--- src/rtl/up_sequencer_if.sv ---
// Datapath-side signal bundle of the microcoded sequencer.
// The interrupt request is named int_req because "int" is a reserved word in SystemVerilog.
interface up_sequencer_if #(
  parameter int unsigned IR_W = 4
);
  logic            int_req;
  logic [IR_W-1:0] ir;
  logic            z;
  logic            mem_rdy;
  logic [4:0]      op;
  logic            ir_we;
  logic            pc_we;
  logic            rb_we;
  logic            sp_we;
  logic            mem_we;
  logic            ale;
  logic [2:0]      rb_sel;
  logic            int_ack;
  logic            halted;
  logic            bus_err;

  modport master (
    input  int_req, ir, z, mem_rdy,
    output op, ir_we, pc_we, rb_we, sp_we, mem_we, ale, rb_sel, int_ack, halted, bus_err
  );

  modport slave (
    output int_req, ir, z, mem_rdy,
    input  op, ir_we, pc_we, rb_we, sp_we, mem_we, ale, rb_sel, int_ack, halted, bus_err
  );
endinterface

--- src/rtl/up_sequencer.sv ---
// Microcoded control sequencer: boot register load, fetch/decode/execute, vectored
// interrupts, illegal-opcode trap, HALT and memory wait states with a timeout.
module up_sequencer #(
  parameter int unsigned INIT_REGS  = 3,
  parameter int unsigned WAIT_LIMIT = 15,
  parameter int unsigned IR_W       = 4
) (
  input logic            clk,
  input logic            nRst,
  up_sequencer_if.master bus
);

  typedef enum logic [3:0] {
    StLoad0, StLoad, StFetch, StDecode, StEx1, StEx2, StEx3,
    StInt1, StInt2, StTrap1, StTrap2, StHalt
  } state_e;

  state_e          state_q, state_d, nxt, to_fetch;
  logic [2:0]      load_cnt_q, load_cnt_d, load_nxt;
  logic [7:0]      wait_cnt_q, wait_cnt_d;
  logic            ie_q, ie_d, bus_err_q, bus_err_d;
  logic [IR_W-1:0] ir;
  logic [3:0]      lo;
  logic            illegal, data_st, stall;
  logic [4:0]      op;
  logic [2:0]      rb_sel;
  logic            ir_we, pc_we, rb_we, sp_we, mem_we, ale, int_ack, halted;

  assign ir       = bus.ir;
  assign lo       = ir[3:0];
  assign illegal  = ((ir >> 4) != '0) || (lo >= 4'hD);
  // Every return to FETCH from execute or a vector state is diverted by a pending interrupt.
  assign to_fetch = (bus.int_req && ie_q) ? StInt1 : StFetch;

  always_comb begin
    nxt      = state_q;
    load_nxt = load_cnt_q;
    ie_d     = ie_q;
    data_st  = 1'b0;
    stall    = 1'b0;
    op       = 5'b00000;
    rb_sel   = 3'b100;
    ir_we    = 1'b0;
    pc_we    = 1'b0;
    rb_we    = 1'b0;
    sp_we    = 1'b0;
    mem_we   = 1'b0;
    ale      = 1'b0;
    int_ack  = 1'b0;
    halted   = 1'b0;

    unique case (state_q)
      StLoad0: begin
        op  = 5'b10000;
        ale = 1'b1;
        nxt = StLoad;
      end
      StLoad: begin
        data_st = 1'b1;
        rb_sel  = load_cnt_q - 3'd1;
        rb_we   = 1'b1;
        if (32'(load_cnt_q) < INIT_REGS) begin
          op       = 5'b10001;
          ale      = 1'b1;
          load_nxt = load_cnt_q + 3'd1;
        end else begin
          nxt = StFetch;
        end
      end
      StFetch: begin
        op  = 5'b10100;
        ale = 1'b1;
        nxt = StDecode;
      end
      StDecode: begin
        data_st = 1'b1;
        op      = 5'b10101;
        ir_we   = 1'b1;
        pc_we   = 1'b1;
        nxt     = StEx1;
      end
      StEx1: begin
        if (illegal) begin
          nxt = StTrap1;
        end else begin
          case (lo)
            4'h0, 4'h1, 4'h2, 4'h3: begin
              op    = {1'b0, lo};
              rb_we = 1'b1;
              nxt   = to_fetch;
            end
            4'h4, 4'h5, 4'h6: begin
              op     = {1'b0, lo};
              rb_we  = 1'b1;
              rb_sel = lo[2:0];
              nxt    = StEx2;
            end
            4'h7: begin
              op    = bus.z ? 5'b10110 : 5'b00000;
              pc_we = bus.z;
              nxt   = to_fetch;
            end
            4'h8: begin
              op     = 5'b10111;
              sp_we  = 1'b1;
              mem_we = 1'b1;
              ale    = 1'b1;
              nxt    = StEx2;
            end
            4'h9: begin
              op  = 5'b11001;
              ale = 1'b1;
              nxt = StEx2;
            end
            4'hA: begin
              ie_d = 1'b1;
              nxt  = to_fetch;
            end
            4'hB: begin
              ie_d = 1'b0;
              nxt  = to_fetch;
            end
            4'hC:    nxt = StHalt;
            default: nxt = StTrap1;
          endcase
        end
      end
      StEx2: begin
        case (lo)
          4'h4, 4'h5, 4'h6: begin
            op     = {1'b0, lo};
            rb_we  = 1'b1;
            rb_sel = lo[2:0] + 3'd1;
            nxt    = StEx3;
          end
          4'h8: begin
            data_st = 1'b1;
            op      = 5'b11000;
            pc_we   = 1'b1;
            nxt     = to_fetch;
          end
          4'h9: begin
            data_st = 1'b1;
            nxt     = to_fetch;
          end
          default: nxt = to_fetch;
        endcase
      end
      StEx3: begin
        op     = {1'b0, lo};
        rb_we  = 1'b1;
        rb_sel = lo[2:0];
        nxt    = to_fetch;
      end
      StInt1, StTrap1: begin
        op      = 5'b10111;
        sp_we   = 1'b1;
        mem_we  = 1'b1;
        ale     = 1'b1;
        int_ack = (state_q == StInt1);
        nxt     = (state_q == StInt1) ? StInt2 : StTrap2;
      end
      StInt2, StTrap2: begin
        op    = (state_q == StInt2) ? 5'b11010 : 5'b11011;
        pc_we = 1'b1;
        ie_d  = 1'b0;
        nxt   = to_fetch;
      end
      StHalt: begin
        halted = 1'b1;
        if (bus.int_req) nxt = ie_q ? StInt1 : StFetch;
      end
      default: nxt = StLoad0;
    endcase

    // A data state waiting on memory holds and suppresses every write strobe.
    stall = data_st && !bus.mem_rdy;
    if (stall) begin
      ir_we  = 1'b0;
      pc_we  = 1'b0;
      rb_we  = 1'b0;
      sp_we  = 1'b0;
      mem_we = 1'b0;
    end

    state_d    = nxt;
    load_cnt_d = load_nxt;
    wait_cnt_d = '0;
    bus_err_d  = bus_err_q;
    if (stall) begin
      state_d    = state_q;
      load_cnt_d = load_cnt_q;
      wait_cnt_d = wait_cnt_q + 8'd1;
      if (32'(wait_cnt_q) + 32'd1 >= WAIT_LIMIT) begin
        bus_err_d  = 1'b1;
        state_d    = StHalt;
        wait_cnt_d = '0;
      end
    end
  end

  always_ff @(posedge clk or negedge nRst) begin
    if (!nRst) begin
      state_q    <= StLoad0;
      load_cnt_q <= 3'd1;
      wait_cnt_q <= '0;
      ie_q       <= 1'b0;
      bus_err_q  <= 1'b0;
    end else begin
      state_q    <= state_d;
      load_cnt_q <= load_cnt_d;
      wait_cnt_q <= wait_cnt_d;
      ie_q       <= ie_d;
      bus_err_q  <= bus_err_d;
    end
  end

  assign bus.op      = op;
  assign bus.rb_sel  = rb_sel;
  assign bus.ir_we   = ir_we;
  assign bus.pc_we   = pc_we;
  assign bus.rb_we   = rb_we;
  assign bus.sp_we   = sp_we;
  assign bus.mem_we  = mem_we;
  assign bus.ale     = ale;
  assign bus.int_ack = int_ack;
  assign bus.halted  = halted;
  assign bus.bus_err = bus_err_q;

endmodule

--- src/flat_wrapper.sv ---
// flat-port wrapper written by rule: the top's interface ports become plain ports
module up_sequencer_flat 
#(
  parameter int unsigned INIT_REGS  = 3,
  parameter int unsigned WAIT_LIMIT = 15,
  parameter int unsigned IR_W       = 4
)
  (clk, nRst, bus_int_req, bus_ir, bus_z, bus_mem_rdy, bus_op, bus_ir_we, bus_pc_we, bus_rb_we, bus_sp_we, bus_mem_we, bus_ale, bus_rb_sel, bus_int_ack, bus_halted, bus_bus_err);
  up_sequencer_if #(.IR_W(IR_W)) bus_i ();
  input logic clk;
  input logic nRst;
  input wire logic [$bits(bus_i.int_req)-1:0] bus_int_req;
  input wire logic [$bits(bus_i.ir)-1:0] bus_ir;
  input wire logic [$bits(bus_i.z)-1:0] bus_z;
  input wire logic [$bits(bus_i.mem_rdy)-1:0] bus_mem_rdy;
  output wire logic [$bits(bus_i.op)-1:0] bus_op;
  output wire logic [$bits(bus_i.ir_we)-1:0] bus_ir_we;
  output wire logic [$bits(bus_i.pc_we)-1:0] bus_pc_we;
  output wire logic [$bits(bus_i.rb_we)-1:0] bus_rb_we;
  output wire logic [$bits(bus_i.sp_we)-1:0] bus_sp_we;
  output wire logic [$bits(bus_i.mem_we)-1:0] bus_mem_we;
  output wire logic [$bits(bus_i.ale)-1:0] bus_ale;
  output wire logic [$bits(bus_i.rb_sel)-1:0] bus_rb_sel;
  output wire logic [$bits(bus_i.int_ack)-1:0] bus_int_ack;
  output wire logic [$bits(bus_i.halted)-1:0] bus_halted;
  output wire logic [$bits(bus_i.bus_err)-1:0] bus_bus_err;
  assign bus_i.int_req = bus_int_req;
  assign bus_i.ir = bus_ir;
  assign bus_i.z = bus_z;
  assign bus_i.mem_rdy = bus_mem_rdy;
  assign bus_op = bus_i.op;
  assign bus_ir_we = bus_i.ir_we;
  assign bus_pc_we = bus_i.pc_we;
  assign bus_rb_we = bus_i.rb_we;
  assign bus_sp_we = bus_i.sp_we;
  assign bus_mem_we = bus_i.mem_we;
  assign bus_ale = bus_i.ale;
  assign bus_rb_sel = bus_i.rb_sel;
  assign bus_int_ack = bus_i.int_ack;
  assign bus_halted = bus_i.halted;
  assign bus_bus_err = bus_i.bus_err;
  up_sequencer #(.INIT_REGS(INIT_REGS), .WAIT_LIMIT(WAIT_LIMIT), .IR_W(IR_W)) u_core (.clk(clk), .nRst(nRst), .bus(bus_i));
endmodule
--- config.mk ---
export PLATFORM = sky130hd
export DESIGN_NAME = up_sequencer_flat
export DESIGN_NICKNAME = d
export VERILOG_FILES = /design/src/rtl/up_sequencer_if.sv /design/src/rtl/up_sequencer.sv /design/src/flat_wrapper.sv
export SDC_FILE = /design/constraint.sdc
export NUM_CORES = 1
export LEC_CHECK = 0
export ABC_AREA = 1
export BUFFER_PORTS_ARGS = -buffer_cell sky130_fd_sc_hd__buf_2
export CAP_MARGIN = 40
export CORE_ASPECT_RATIO = 2
export CORE_MARGIN = 5
export CORE_UTILIZATION = 39
export CTS_BUF_LIST = sky130_fd_sc_hd__clkbuf_16
export DETAILED_ROUTE_END_ITERATION = 16
export HOLD_SLACK_MARGIN = 0.05
export SLEW_MARGIN = 10
export SYNTH_ARGS = -nofsm -noshare
export SYNTH_HDL_FRONTEND = slang
export SYNTH_SLANG_ARGS = --single-unit
--- constraint.sdc ---
create_clock -name clk -period 3.9 [get_ports clk]
set_clock_uncertainty 0.05 [all_clocks]
set_input_delay 0.585 -clock clk [delete_from_list [all_inputs] [get_ports clk]]
set_output_delay 0.585 -clock clk [all_outputs]
set_load 0.02 [all_outputs]
# Word-level counts from Yosys, hierarchy flattened
# Cells that the tools add are included.
dict set report totals {
  register_bits 17
}
dict set report classes {
  add_sub_neg 5
  n_lt_le_gt_ge 3
  n_eq_ne 28
  n_mux 49
  n_bitwise 1
  n_reduce_logical 22
}
# op n
set ops {}
lappend ops {{$pmux W5 S9} 1}
lappend ops {{$eq A4 B4 Y1 const B} 9}
lappend ops {{$pmux W4 S9} 1}
lappend ops {{$eq A4 B3 Y1 const B} 8}
lappend ops {{$ge A32 B4 Y1 const B} 1}
lappend ops {{$mux W4} 6}
lappend ops {{$pmux W5 S4} 1}
lappend ops {{$mux W1} 19}
lappend ops {{$eq A4 B2 Y1 const B} 4}
lappend ops {{$mux W8} 2}
lappend ops {{$mux W3} 5}
lappend ops {{$mux W5} 3}
lappend ops {{$reduce_or A7 Y1} 2}
lappend ops {{$pmux W3 S4} 1}
lappend ops {{$pmux W4 S3} 1}
lappend ops {{$pmux W5 S2} 1}
lappend ops {{$reduce_or A2 Y1} 5}
lappend ops {{$add A8 B1 Y9 const B} 1}
lappend ops {{$pmux W1 S3} 3}
lappend ops {{$reduce_and A3 Y1} 3}
lappend ops {{$reduce_or A3 Y1} 3}
lappend ops {{$add A8 B1 Y8 const B} 1}
lappend ops {{$eq A4 B1 Y1 const B} 2}
lappend ops {{$logic_not A4 Y1} 2}
lappend ops {{other kinds (16)} 23}

# Longest topological paths before layout
# Gate-level depths: netlist of the first run.
dict set report logic_depth {
  ltp_word 7
  depth_mapped 12
}

# Worst setup path before layout of the first run
# Ideal clock, no wire load.
dict set report synth_path {
  path_type {input -> output}
  startpoint {in bus_ir[0]}
  endpoint {out bus_rb_we}
  arrival_ps 1829
  required_ps 3265
  setup_slack_ps 1436
  path_stages 8
  cell_sequence {inv_1 ha_1 nor2_1 a21oi_1 nand2_1 nand2_1 nor3_1 nor2_1}
}
dict set report synth_between {
  elab_chain_cells 6
}
# item line
set synth_lines {}
lappend synth_lines {{from (decl)} flat_wrapper.sv:13} ;# input wire logic [$bits(bus_i.ir)-1:0] bus_ir;
lappend synth_lines {{$eq A4 B1 Y1 (tied with other cells)} up_sequencer.sv:86} ;# case (lo)
lappend synth_lines {{$reduce_or A7 Y1 (no line) / $reduce_or A2 Y1 (equally long branches)} --}
lappend synth_lines {{$mux W1 (on tied branches)} {up_sequencer.sv:86, up_sequencer.sv:129}}
lappend synth_lines {{$mux W1 / $pmux W1 S2 (equally long branches)} {up_sequencer.sv:83, up_sequencer.sv:52}}
lappend synth_lines {{$pmux W1 S3 / $logic_and A1 B1 Y1 (equally long branches)} {up_sequencer.sv:52, up_sequencer.sv:177}}
lappend synth_lines {{$mux W1 *} up_sequencer.sv:178} ;# if (stall) begin
lappend synth_lines {{to (decl)} flat_wrapper.sv:19} ;# output wire logic [$bits(bus_i.rb_we)-1:0] bus_rb_we;
# Every way passes the cells marked *; elsewhere a longest branch is shown, timed or not.

# Worst setup path in the final report of the first run
dict set report layout_path {
  startpoint {in bus_ir[0]}
  endpoint {out bus_op[0]}
}
dict set report layout_between {
  elab_chain_cells 5
}
# item line
set layout_lines {}
lappend layout_lines {{$eq A4 B1 Y1 (tied with other cells)} up_sequencer.sv:86}
lappend layout_lines {{$reduce_or A7 Y1 (no line)} --}
lappend layout_lines {{$pmux W5 S4} up_sequencer.sv:86}
lappend layout_lines {{$mux W5} up_sequencer.sv:83} ;# if (illegal) begin
lappend layout_lines {{$pmux W5 S9 *} up_sequencer.sv:52} ;# unique case (state_q)
lappend layout_lines {{to (decl)} flat_wrapper.sv:16} ;# output wire logic [$bits(bus_i.op)-1:0] bus_op;
# Marks and branches as above.

==> flow_metrics.py, run 1 <==
metrics = {
    "route": {
        "routedWlPerCell_um": 14.19,
        "firstDrtPassIters": 4,
        "drt-total-wl_um": 4327,
        "num_vias": 1542,
        "ant_nets": 0,
        "drt_first_iter_violations": 62,
        "drc": 0,
        "vias_per_cell": 5.056,
    },
    "critical_path": {
        "required_ps": 3260,
        "cp-end-kind": "primary output",
        "crit_path_start_kind": "input pin",
        "crit_type": "input pin to primary output",
        "cp.arrival_ps": 2260,
        "cp_max_fo": 6,
    },
    "logic_synthesis": {
        "synth-main-ff-cell": "dfrtp_1",
        "avgSynthCellArea_um2": 6.750,
        "netlist_area_um2": 1505,
        "synth-async-reset-ratio_pct": 100.0,
        "synth-seq-cells": 17,
        "synth-seq-area-share_pct": 28.35,
        "synthTopCellsByArea": "dfrtp_1 27%, nand2_1 13%, inv_1 10%, ha_1 7.5%, nor2_1 7.2%",
        "synth.distinct_cells": 31,
        "synth_warnings": 0,
        "synthCells": 223,
        "netlist.area_leader.share_pct": 26.60,
        "synth-edff-count": 0,
        "yosysTopAreaCell": "dfrtp_1",
    },
    "die": {
        "core_um2": 3804,
        "rows": 32,
        "dieArea_um2": 5277,
        "initial_core_util_pct": 39.57,
        "fp.dieW_um": 53.93,
        "die_y_um": 97.86,
        "ios": 26,
    },
    "grt": {
        "antenna_found_initial": 0,
        "grt_pass1_wl_um": 7203,
        "grt_start_max_net_pins": 18,
        "grt_pass1_vias": 1627,
        "grt_usage_pct": 18.68,
        "grt.overflow.total": 0,
    },
    "sta": {
        "fmax_ghz": 0.3456,
        "finalHoldViolations": 0,
        "tns_ps": 0,
        "slew_violations": 0,
        "hold_ws_ps": 202.2,
        "setup_viol": 0,
        "fin_crit_sh_pct": 74.20,
        "period_minus_slack_ps": 2894,
        "rsz0062_at_grt": "false",
    },
    "cts": {
        "cts_tree": "yes",
        "ctsResizeCount": 0,
        "cts-root-buf": "clkbuf_16",
        "htree_num_levels": 1,
        "clkLatencyLatePin_ps": 250,
        "cts_buffer_depth": 2,
        "cts_setup_buffers": 0,
        "cts_num_sinks": 17,
        "numCtsBuffers": 3,
        "path_clk_slew_ps": 50,
        "cts_hold_buf": 0,
    },
    "min_path": {
        "min-delay-path-class": "input pin to asynchronous set/reset pin",
    },
    "power": {
        "power.total_mw": 1.206,
        "p_leak_nw": 1.033,
        "ir_worst_vdd_v": 0.0003656,
        "power_per_cell_area_nw_per_um2": 677.4,
    },
    "layout": {
        "layout_commonest_cell": "nand2_1",
        "final_cell_mix": "52 x nand2_1, 40 x inv_1, 29 x nor2_1",
        "nets": 273,
        "areaGrowthSynthToFinish_pct": 18.29,
        "drive_above_1_share_pct": 20.08,
        "antenna_cells": 0,
    },
    "placement": {
        "numPortBuffers": 25,
        "dp_hpwl_um": 3643,
        "gp_congestion": 0.8720,
    },
    "run_status": {
        "run_status": "finished, final reports clean",
    },
    "run": {
        "maxCapViolations": 0,
    },
}
[power breakdown]
| part | leakage (nW) | switching, mW | internal [mW] | total, mW |
|---|---|---|---|---|
| clock | 0.0409 | 0.0674 | 0.137 | 0.205 |
| sequential | 0.209 | 0.0469 | 0.222 | 0.269 |
| combinational | 0.783 | 0.491 | 0.242 | 0.733 |
| total | 1.03 | 0.605 | 0.601 | 1.21 |
[worst max-delay path: stages]
cell and delay [ps]:
buf_2 130, inv_1 130, ha_1 250, nor2_1 100, a21oi_1 380, nand2_1 190, inv_1 140, o21ai_0 100
nand3_1 80, buf_2 160
[metal layers]
layer  wire length [µm]  share of wire (%)  up-vias  track usage, %
met2               2382                 55       58           32.71
met1               1420                 33      686           17.15
met3                167                3.9       28           3.053
li1                   -                  -      770               -
met4                356                8.2        0           15.75
met5                  0                  0        -               0
[stage by stage]
step	worst slack, ps	instances	cell area, µm²	utilization [%]
4_1_cts	1020	305	1780	46.81
2_1_floorplan	1436	226	1516	-
6_report	1006	305	1780	46.81
3_3_place_gp	1064	301	1700	44.70
3_5_place_dp	1031	301	1700	44.70
5_1_grt	791.6	305	1780	46.81
[layout make-up]
class / count / area, µm²
fill: 418 / 2023
multi-input combinational: 165 / 919.6
sequential: 17 / 426.7
inverter: 42 / 157.7
timing repair buffer: 26 / 132.6
clock buffer: 3 / 75.07
tap: 51 / 63.81
clock inverter: 1 / 5.005
[path summary, 6_finish.rpt]
check / from / end / slack [ps] / cells after the start
hold / removal: nRst / u_core.wait_cnt_q[3] / 200 / 1
setup / recovery: bus_ir[0] / bus_op[0] / 1010 / 10
hold reg to reg: u_core.bus.bus_err / u_core.bus.bus_err / 420 / 2
setup reg to reg: u_core.state_q[1] / u_core.state_q[1] / 2300 / 10
max in group asynchronous: nRst / u_core.load_cnt_q[0] / 3290 / 1
min in group clk: u_core.bus.bus_err / u_core.bus.bus_err / 420 / 2
[synthesized netlist by cell type (all sizes together), types with 2 or more instances]
library cell	n
o211ai	2
nand3	18
a21oi	10
a211oi	2
nor3	4
dfrtp	16
inv	42
o21ai	6
xor2	2
nand2	62
o2111ai	4
nor2	32
nand4	6
buf	2
ha	9
[state kept, by name, indices dropped and copies added, names as in the netlist]
signal and cells:
u_core.load_cnt_q 3, u_core.bus.bus_err 1, u_core.wait_cnt_q 8, u_core.state_q 4
u_core.ie_q 1
[kinds of logic after synthesis]
logic type | Yosys count | share of synthesized area [%]
buffers and inverters | 44 | 11.30
AOI/OAI and AO/OA | 27 | 12.14
and+or+nand+nor | 122 | 38.74
xor gates and xnor gates | 3 | 1.746
adders and majority gates | 9 | 7.481
other | 1 | 0.2491
DFF | 17 | 28.35
Power figures use the tool's default switching activity.
==> run 2: changes to the inputs <==
==> constraint.sdc (replaced) <==
create_clock -name clk -period 2.6 [get_ports clk]
set_clock_uncertainty 0.05 [all_clocks]
set_input_delay 0.39 -clock clk [delete_from_list [all_inputs] [get_ports clk]]
set_output_delay 0.39 -clock clk [all_outputs]
set_load 0.02 [all_outputs]
==> run 2 against run 1 <==
Effect of this change:
- utilization increased by 0.66 points
- setup slack got worse by 770 ps
- flip-flop and latch count unchanged
- design area increased by 1.4%
- wire length increased by 2.7%
- non-clock buffer count increased by 3
- die area unchanged
- sequential power increased by 50%
- via count increased by 0.65%
==> flow_metrics.py, run 2 (synthesis results as in run 1) <==
metrics = {
    "min_path": {
        "hold_path_startpoint": "bus_mem_rdy",
        "min-delay-path-class": "input pin to register",
        "whs_path_depth": 4,
        "hold_end": "u_core.wait_cnt_q[3]",
    },
    "route": {
        "firstDrtPassIters": 4,
        "routedWlPerCell_um": 14.43,
        "num_vias": 1552,
        "drt_first_iter_violations": 54,
        "vias_per_cell": 5.039,
        "drc": 0,
        "drt-total-wl_um": 4445,
        "ant_nets": 0,
    },
    "layout": {
        "nets": 276,
        "multi_input_area_um2": 919.6,
        "final_cells": 308,
        "final_cell_mix": "52 x nand2_1, 40 x inv_1, 29 x nor2_1",
        "fillers": 409,
        "antenna_cells": 0,
        "stdcell_area_um2": 1805,
        "reg_top3": "u_core.wait_cnt_q (8), u_core.state_q (4), u_core.load_cnt_q (3)",
        "areaGrowthSynthToFinish_pct": 19.95,
        "utilization_pct": 47.47,
        "largest_reg_flops": 8,
        "layout_commonest_cell": "nand2_1",
        "largest_register": "u_core.wait_cnt_q",
        "regArea_um2": 426.7,
        "drive_above_1_share_pct": 20.62,
    },
    "placement": {
        "post-place-ws_ps": 252.3,
        "place_area_um2": 1715,
        "place_inst": 303,
        "dp_hpwl_um": 3750,
        "numPortBuffers": 25,
        "gp_congestion": 0.9567,
    },
    "die": {
        "core_um2": 3804,
        "initial_core_util_pct": 39.57,
        "dieArea_um2": 5277,
        "fp.dieW_um": 53.93,
        "ios": 26,
        "rows": 32,
        "die_y_um": 97.86,
    },
    "cts": {
        "cts_tree": "yes",
        "htree_num_levels": 1,
        "cts-root-buf": "clkbuf_16",
        "cts_buffer_depth": 2,
        "cts_num_sinks": 17,
        "clkLatencyLatePin_ps": 250,
        "cts_setup_buffers": 0,
        "path_clk_slew_ps": 50,
        "numCtsBuffers": 3,
    },
    "sta": {
        "setup_viol": 0,
        "fin_crit_sh_pct": 90.92,
        "layout_setup_ws_ps": 236.0,
        "tns_ps": 0,
        "slew_violations": 0,
        "fmax_ghz": 0.4230,
        "period_minus_slack_ps": 2364,
        "finalHoldViolations": 0,
        "hold_ws_ps": 406.7,
        "rsz0062_at_grt": "false",
    },
    "grt": {
        "grt_pass1_wl_um": 7307,
        "grt_start_max_net_pins": 18,
        "grt.overflow.total": 0,
        "grt_pass1_vias": 1615,
        "grt_usage_pct": 18.78,
        "antenna_found_initial": 0,
    },
    "power": {
        "power.total_mw": 1.800,
        "power_per_cell_area_nw_per_um2": 996.8,
        "ir_worst_vdd_v": 0.0006513,
        "p_leak_nw": 1.047,
    },
    "critical_path": {
        "crit_top_cell": "inv_1",
        "r2r_start": "u_core.state_q[2]",
        "slowest_delay_ps": 410,
        "crit_path_start_kind": "register",
        "cp_max_fo": 4,
        "path_buf_inv": 4,
        "crit_type": "register to primary output",
        "crit_path_top_delay_cell": "dfrtp_1",
        "rrSetupSlack_ps": 1020,
        "cp-end-kind": "primary output",
        "crit_chain": "inv_1 -> nand2_4 -> inv_1 -> a21oi_1 -> inv_1 -> nor2_1 -> nand4_1 -> buf_2",
        "reg2reg_depth": 10,
        "cp.arrival_ps": 1920,
        "regToRegEndpoint": "u_core.state_q[1]",
        "path_delay_family": "buffers and inverters",
        "required_ps": 2160,
    },
    "run": {
        "maxCapViolations": 0,
    },
    "run_status": {
        "run_status": "finished, final reports clean",
    },
}
run 2: cell count changes in the layout (fill, tap and decap cells not counted), sizes merged:
cell | previous run | this run
buf | 26 | 28
dlygate4sd3 | 0 | 1
run 2: power by group:
part	internal, mW	total [mW]	switching (mW)
clock	0.206	0.308	0.102
combinational	0.365	1.09	0.725
sequential	0.333	0.403	0.0700
total	0.903	1.80	0.896
run 2: final cells by class:
| cell class | count | area share [%] |
|---|---|---|
| Clock buffer | 3 | 4.158 |
| Clock inverter | 1 | 0.2772 |
| Inverter | 42 | 8.732 |
| Multi-Input combinational cell | 165 | 50.94 |
| Sequential cell | 17 | 23.63 |
| Tap cell | 51 | 3.534 |
| Timing Repair Buffer | 29 | 8.732 |
run 2: repair_timing:
action,in CTS,in global routing
endpoints found under the setup margin,0,0
endpoints found under the hold margin,16,0
gates resized for setup,0,0
hold buffers,1,0
run 2: metal layers:
| metal | vias up | GRT usage, % | share of wire (%) |
|---|---|---|---|
| met5 | - | 0 | 0 |
| met3 | 34 | 2.290 | 4.2 |
| met4 | 0 | 16.14 | 10 |
| met2 | 57 | 32.71 | 54 |
| met1 | 689 | 17.75 | 32 |
| li1 | 772 | - | - |
run 2: tightest hold or removal path: stages:
cell,delay [ps]
buf_2,110
a21oi_4,50
nand4_4,80
a21oi_2,30
run 2: how the worst max path moves through the flow:
stage                       from   endpoint  slack [ps]  cells past startpoint
2_1_floorplan          bus_ir[0]  bus_rb_we         530                      8
3_3_place_gp           bus_ir[0]  bus_rb_we         230                     10
3_5_place_dp           bus_ir[0]  bus_rb_we         250                     10
4_1_cts        u_core.state_q[1]  bus_op[4]         240                      8
5_1_grt                bus_ir[0]  bus_op[0]          50                     10
6_report       u_core.state_q[1]  bus_op[4]         240                      8
